**src/rtl/bus_arb_pkg.sv**
```systemverilog
// Shared helpers for the bus host arbiter: host index sizing and round-robin pointer advance.
package bus_arb_pkg;

  localparam int unsigned MaxNrHosts = 8;

  // Width of a host index; a single host still needs one bit to hold index 0.
  function automatic int unsigned idx_width(input int unsigned n);
    return (n > 1) ? $clog2(n) : 1;
  endfunction

  function automatic int unsigned rr_next(input int unsigned idx, input int unsigned n);
    return (idx + 1 >= n) ? 0 : idx + 1;
  endfunction

endpackage

```
**src/rtl/id_fifo.sv**
```systemverilog
// Synchronous FIFO of issuer IDs; one entry per accepted-but-unanswered bus transaction.
module id_fifo #(
  parameter int unsigned Width = 1,
  parameter int unsigned Depth = 2
) (
  input  logic             clk_i,
  input  logic             rst_i,
  input  logic             push_i,
  input  logic [Width-1:0] wdata_i,
  input  logic             pop_i,
  output logic [Width-1:0] rdata_o,
  output logic             full_o,
  output logic             empty_o
);

  localparam int unsigned PtrW = (Depth > 1) ? $clog2(Depth) : 1;

  logic [PtrW-1:0]  wr_ptr;
  logic [PtrW-1:0]  rd_ptr;
  logic [PtrW:0]    cnt;
  logic [Width-1:0] mem [Depth];

  // Power-of-two depth lets the pointers wrap on overflow; a depth of one pins them at zero.
  function automatic logic [PtrW-1:0] ptr_inc(input logic [PtrW-1:0] p);
    if (Depth == 1) return '0;
    return p + 1'b1;
  endfunction

  always_ff @(posedge clk_i) begin
    if (rst_i) begin
      wr_ptr <= '0;
      rd_ptr <= '0;
      cnt    <= '0;
    end else begin
      if (push_i) wr_ptr <= ptr_inc(wr_ptr);
      if (pop_i)  rd_ptr <= ptr_inc(rd_ptr);
      case ({push_i, pop_i})
        2'b10:   cnt <= cnt + 1'b1;
        2'b01:   cnt <= cnt - 1'b1;
        default: cnt <= cnt;
      endcase
    end
  end

  always_ff @(posedge clk_i) begin
    if (push_i) mem[wr_ptr] <= wdata_i;
  end

  assign rdata_o = mem[rd_ptr];
  assign full_o  = (cnt == (PtrW + 1)'(Depth));
  assign empty_o = (cnt == '0);

  a_no_push_full: assert property (@(posedge clk_i) disable iff (rst_i) !(push_i && full_o));
  a_no_pop_empty: assert property (@(posedge clk_i) disable iff (rst_i) !(pop_i && empty_o));

endmodule

```
**src/rtl/bus_host_arbiter.sv**
```systemverilog
// Round-robin arbiter sharing one bus host port among NrHosts req/gnt/rvalid requesters.
module bus_host_arbiter
  import bus_arb_pkg::*;
#(
  parameter int unsigned NrHosts        = 2,
  parameter int unsigned DataWidth      = 32,
  parameter int unsigned AddrWidth      = 32,
  parameter int unsigned MaxOutstanding = 2
) (
  input  logic                                 clk_i,
  input  logic                                 rst_i,
  input  logic [NrHosts-1:0]                   host_req_i,
  output logic [NrHosts-1:0]                   host_gnt_o,
  input  logic [NrHosts-1:0][AddrWidth-1:0]    host_addr_i,
  input  logic [NrHosts-1:0]                   host_we_i,
  input  logic [NrHosts-1:0][DataWidth/8-1:0]  host_be_i,
  input  logic [NrHosts-1:0][DataWidth-1:0]    host_wdata_i,
  output logic [NrHosts-1:0]                   host_rvalid_o,
  output logic [NrHosts-1:0][DataWidth-1:0]    host_rdata_o,
  output logic [NrHosts-1:0]                   host_err_o,
  output logic                                 bus_req_o,
  input  logic                                 bus_gnt_i,
  output logic [AddrWidth-1:0]                 bus_addr_o,
  output logic                                 bus_we_o,
  output logic [DataWidth/8-1:0]               bus_be_o,
  output logic [DataWidth-1:0]                 bus_wdata_o,
  input  logic                                 bus_rvalid_i,
  input  logic [DataWidth-1:0]                 bus_rdata_i,
  input  logic                                 bus_err_i,
  output logic                                 unexp_rsp_o
);

  localparam int unsigned IdxW = idx_width(NrHosts);
  typedef logic [IdxW-1:0] host_idx_t;

  host_idx_t   rr_ptr;
  host_idx_t   sel;
  host_idx_t   head;
  logic        sel_vld;
  logic        full;
  logic        empty;
  logic        push;
  logic        pop;
  int unsigned cand;

  // Full is registered occupancy, so a same-cycle pop never opens a grant (no rvalid->gnt path).
  always_comb begin
    sel_vld = 1'b0;
    sel     = '0;
    cand    = 0;
    if (!rst_i && !full) begin
      for (int unsigned i = 0; i < NrHosts; i++) begin
        cand = 32'(rr_ptr) + i;
        if (cand >= NrHosts) cand = cand - NrHosts;
        if (!sel_vld && host_req_i[host_idx_t'(cand)]) begin
          sel_vld = 1'b1;
          sel     = host_idx_t'(cand);
        end
      end
    end
  end

  assign push = sel_vld & bus_gnt_i;
  assign pop  = bus_rvalid_i & ~empty & ~rst_i;

  always_comb begin
    bus_req_o   = sel_vld;
    bus_addr_o  = sel_vld ? host_addr_i[sel]  : '0;
    bus_we_o    = sel_vld ? host_we_i[sel]    : 1'b0;
    bus_be_o    = sel_vld ? host_be_i[sel]    : '0;
    bus_wdata_o = sel_vld ? host_wdata_i[sel] : '0;
  end

  always_comb begin
    host_gnt_o          = '0;
    host_gnt_o[sel]     = push;
    host_rvalid_o       = '0;
    host_rvalid_o[head] = pop;
    host_err_o          = '0;
    host_err_o[head]    = pop & bus_err_i;
    host_rdata_o        = rst_i ? '0 : {NrHosts{bus_rdata_i}};
  end

  always_ff @(posedge clk_i) begin
    if (rst_i) begin
      rr_ptr      <= '0;
      unexp_rsp_o <= 1'b0;
    end else begin
      if (push) rr_ptr <= host_idx_t'(rr_next(32'(sel), NrHosts));
      if (bus_rvalid_i && empty) unexp_rsp_o <= 1'b1;
    end
  end

  id_fifo #(
    .Width (IdxW),
    .Depth (MaxOutstanding)
  ) u_id_fifo (
    .clk_i   (clk_i),
    .rst_i   (rst_i),
    .push_i  (push),
    .wdata_i (sel),
    .pop_i   (pop),
    .rdata_o (head),
    .full_o  (full),
    .empty_o (empty)
  );

  a_gnt_onehot: assert property (@(posedge clk_i) disable iff (rst_i) $onehot0(host_gnt_o));

  for (genvar g = 0; g < NrHosts; g++) begin : g_req_stable
    a_fields_stable: assert property (@(posedge clk_i) disable iff (rst_i)
      (host_req_i[g] && !host_gnt_o[g]) ##1 host_req_i[g] |->
        $stable(host_addr_i[g]) && $stable(host_we_i[g]) &&
        $stable(host_be_i[g]) && $stable(host_wdata_i[g]));
  end

endmodule
```
**config.mk**
```make
export PLATFORM = sky130hd
export DESIGN_NAME = bus_host_arbiter
export DESIGN_NICKNAME = d
export VERILOG_FILES = /design/src/rtl/bus_arb_pkg.sv /design/src/rtl/id_fifo.sv /design/src/rtl/bus_host_arbiter.sv
export SDC_FILE = /design/constraint.sdc
export NUM_CORES = 1
export LEC_CHECK = 0
export CAP_MARGIN = 40
export CORE_AREA = 8 8 117 119
export CTS_CLUSTER_SIZE = 12
export DETAILED_ROUTE_END_ITERATION = 16
export DIE_AREA = 0 0 125 127
export GPL_ROUTABILITY_DRIVEN = 0
export MAX_ROUTING_LAYER = met4
export PLACE_DENSITY = 0.67
export SLEW_MARGIN = 20
export SYNTH_ARGS = -nofsm -noshare
export SYNTH_HDL_FRONTEND = slang
export SYNTH_SLANG_ARGS = --single-unit
```
**constraint.sdc**
```tcl
create_clock -name clk_i -period 2.4 [get_ports clk_i]
set_input_delay 0.48 -clock clk_i [delete_from_list [all_inputs] [get_ports clk_i]]
set_output_delay 0.48 -clock clk_i [all_outputs]
set_load 0.1 [all_outputs]
```
==> qor.yml <==
crit_chain: "clkdlybuf4s50_1 > or4b_1 > nor2_4 > buf_12"
n_antenna_cell: 0
netlist_instances: 361
worstPathMaxFanout: 3
synth_cell_type_count: 27
drc: 0
io-pin-count: 318
grt_max_degree: 70
hold_class: "reg -> reg"
dpl-instance-area_mm2: 0.00779
ir_drop_mv: 0.247
routedWlPerCell_um: 21.4
die_area_mm2: 0.0159
worst_pin_slew_ns: 0.673
slew_headroom_pct: 54.8
avgViaCountPerCell: 4.91
first_global_vias: 4313
antenna_left: 0
start_util_pct: 19.2
route.vias.total: 3836
reg2reg_slack_ns: 0.37
min_period_ns: 2.35
total_power_mw: 3.21
drt_iter0_markers: 165
r2r_start: "u_id_fifo.cnt[1]"
fill_cells: 883
seqCellArea_um2: 200
arrival_ns: 1.87
hold_viol: 0
crit_slowest_cell: "or4b_1"
rsz0062_at_grt: "true"
setup_viol: 0
final_common_cell: "clkdlybuf4s50_1"
post-synth-top-area-cell: "nand3b_1"
fmax_mhz: 425
rows: 40
cpPeakStageDelay_ns: 0.54
worstSetupPathType: "in -> out"
worstSkewPairLatency_ns: 0.23
min_path_cells: 2
reg2reg_depth: 6
final_cell_mix: "clkdlybuf4s50_1 (173), buf_12 (151), nand3b_1 (69), a21oi_4 (69), o21ai_0 (55)"
fin_worst_skew_ns: 0.000376
antenna_found_initial: 0
fin_ws_ns: 0.0451
min-delay-start: "unexp_rsp_o"
clk_pin_slew_ns: 0.04
cts_made_buffers: 3
synth-async-reset-ratio_pct: 0
syn2layout_area_growth_pct: 254
clockBufferDepth: 2
pre_cts_slack_ns: -0.232
ctsHoldBuffers: 0
fp.dieH_um: 127
multi_input_area_mm2: 0.00255
root_buffer: "clkbuf_16"
synth_edf_count: 2
fin_area_mm2: 0.00802
start_kind: "primary input"
maxSlewViolCount: 0
wl_mm: 16.7
final_layout_size_suffix_gt1_share_pct: 45.5
reg2reg_to: "u_id_fifo.cnt[1]"
ys_seq_elements: 9
synth_top_area_share_pct: 22.8
fin_setup_tns_ns: 0
seq_area_frac_synth_pct: 8.83
hold_path_end: "unexp_rsp_o"
grt_use_total_pct: 20.4
first_pass_iters: 4
run_status: "finished clean"
synthFlopType: "dfxtp_1"
end_kind: "output pin"
fin_crit_sh_pct: 98.1
final_nets: 814
crit_required_ns: 1.92
cts_tree: "built"
fin_util_pct: 67.9
grt_pass1_wl_mm: 25.1
coreArea_mm2: 0.0118
synth_fp_nets: 539
grt_overflow: 0
p_leak_nw: 2.82
power.density_mw_per_mm2: 401
numClockSinks: 9
dp_hpwl_mm: 14.1
maxCapViolCount: 0
yosys_warnings: 0
yosys-top-cells-area: "nand3b_1 (23%), a21oi_1 (16%), o21ai_0 (16%)"
syn_area_mm2: 0.00227
io_buffer_count: 317
cts_htree_levels: 1
die_x_um: 125
avgSynthCellArea_um2: 6.28
## routing by layer
metal	track usage, %	part of all wire (%)
met1	19.6	35
met2	38.5	53
met3	6.78	9.1
met4	5.87	2.7
met5	-	0
## cells by family (layout without fill, tap and decap cells)
group | after synthesis | count (layout) | share of synthesized area, %
xor gates and xnor gates | 3 | 3 | 1.16
DFF | 9 | 9 | 8.83
muxes | 3 | 3 | 1.38
AOI/OAI and AO/OA | 143 | 143 | 32.0
buffers and inverters | 79 | 353 | 19.0
and+or+nand+nor | 123 | 123 | 37.1
adders and majority gates | 1 | 1 | 0.552
## how the worst max path moves through the flow
stage                             endpoint     startpoint  slack (ns)
after detailed placement     bus_addr_o[2]  host_req_i[0]       -0.23
after global placement     bus_wdata_o[30]  host_req_i[0]       -0.19
final                        host_gnt_o[0]      bus_gnt_i        0.05
after CTS                      bus_be_o[0]  host_req_i[0]        0.01
after global routing       bus_wdata_o[23]  host_req_i[0]       -0.02
after floorplan           host_rdata_o[32]          rst_i       -0.29
## report_power, final
group          internal [mW]  total [mW]  switching, mW
Clock                  0.222       0.288         0.0669
Sequential             0.170       0.180        0.00957
Combinational           1.08        2.74           1.66
Total                   1.47        3.21           1.74
## metrics by stage
step                      cells  hold WS (ns)
final                       782         0.467
after global routing        782         0.510
after CTS                   780         0.470
after detailed placement    773         0.461
after global placement      773         0.456
after floorplan             361         0.442
## what timing repair did
item,4_1_cts,5_1_grt
pin swaps,17,1
gates resized for setup,23,2
gates cloned,3,0
setup endpoints to repair,72,22
setup buffers,0,2
## cells in the mapped netlist (2+ instances only)
master	number
nor2b_1	34
inv_1	2
nor3_1	2
dfxtp_1	7
and3_1	3
clkbuf_1	38
a21oi_1	71
mux2i_1	2
nor2_1	9
edfxtp_1	2
buf_2	2
buf_4	33
buf_1	2
or3_1	2
o21ai_0	71
nand3b_1	69
xor2_1	2
## worst max-delay path: cells and delay by family
kind / cells / cell delay, ns
buf+inv: 2 / 0.66
simple gates: 2 / 0.72
## layout make-up
type	count	area share [%]
clock buffer	4	0.983
inverter	3	0.140
multi-input combinational	273	31.8
sequential	9	2.50
tap	147	2.29
timing repair buffer	346	62.3
Note: power is estimated with default switching activity, not from simulation.
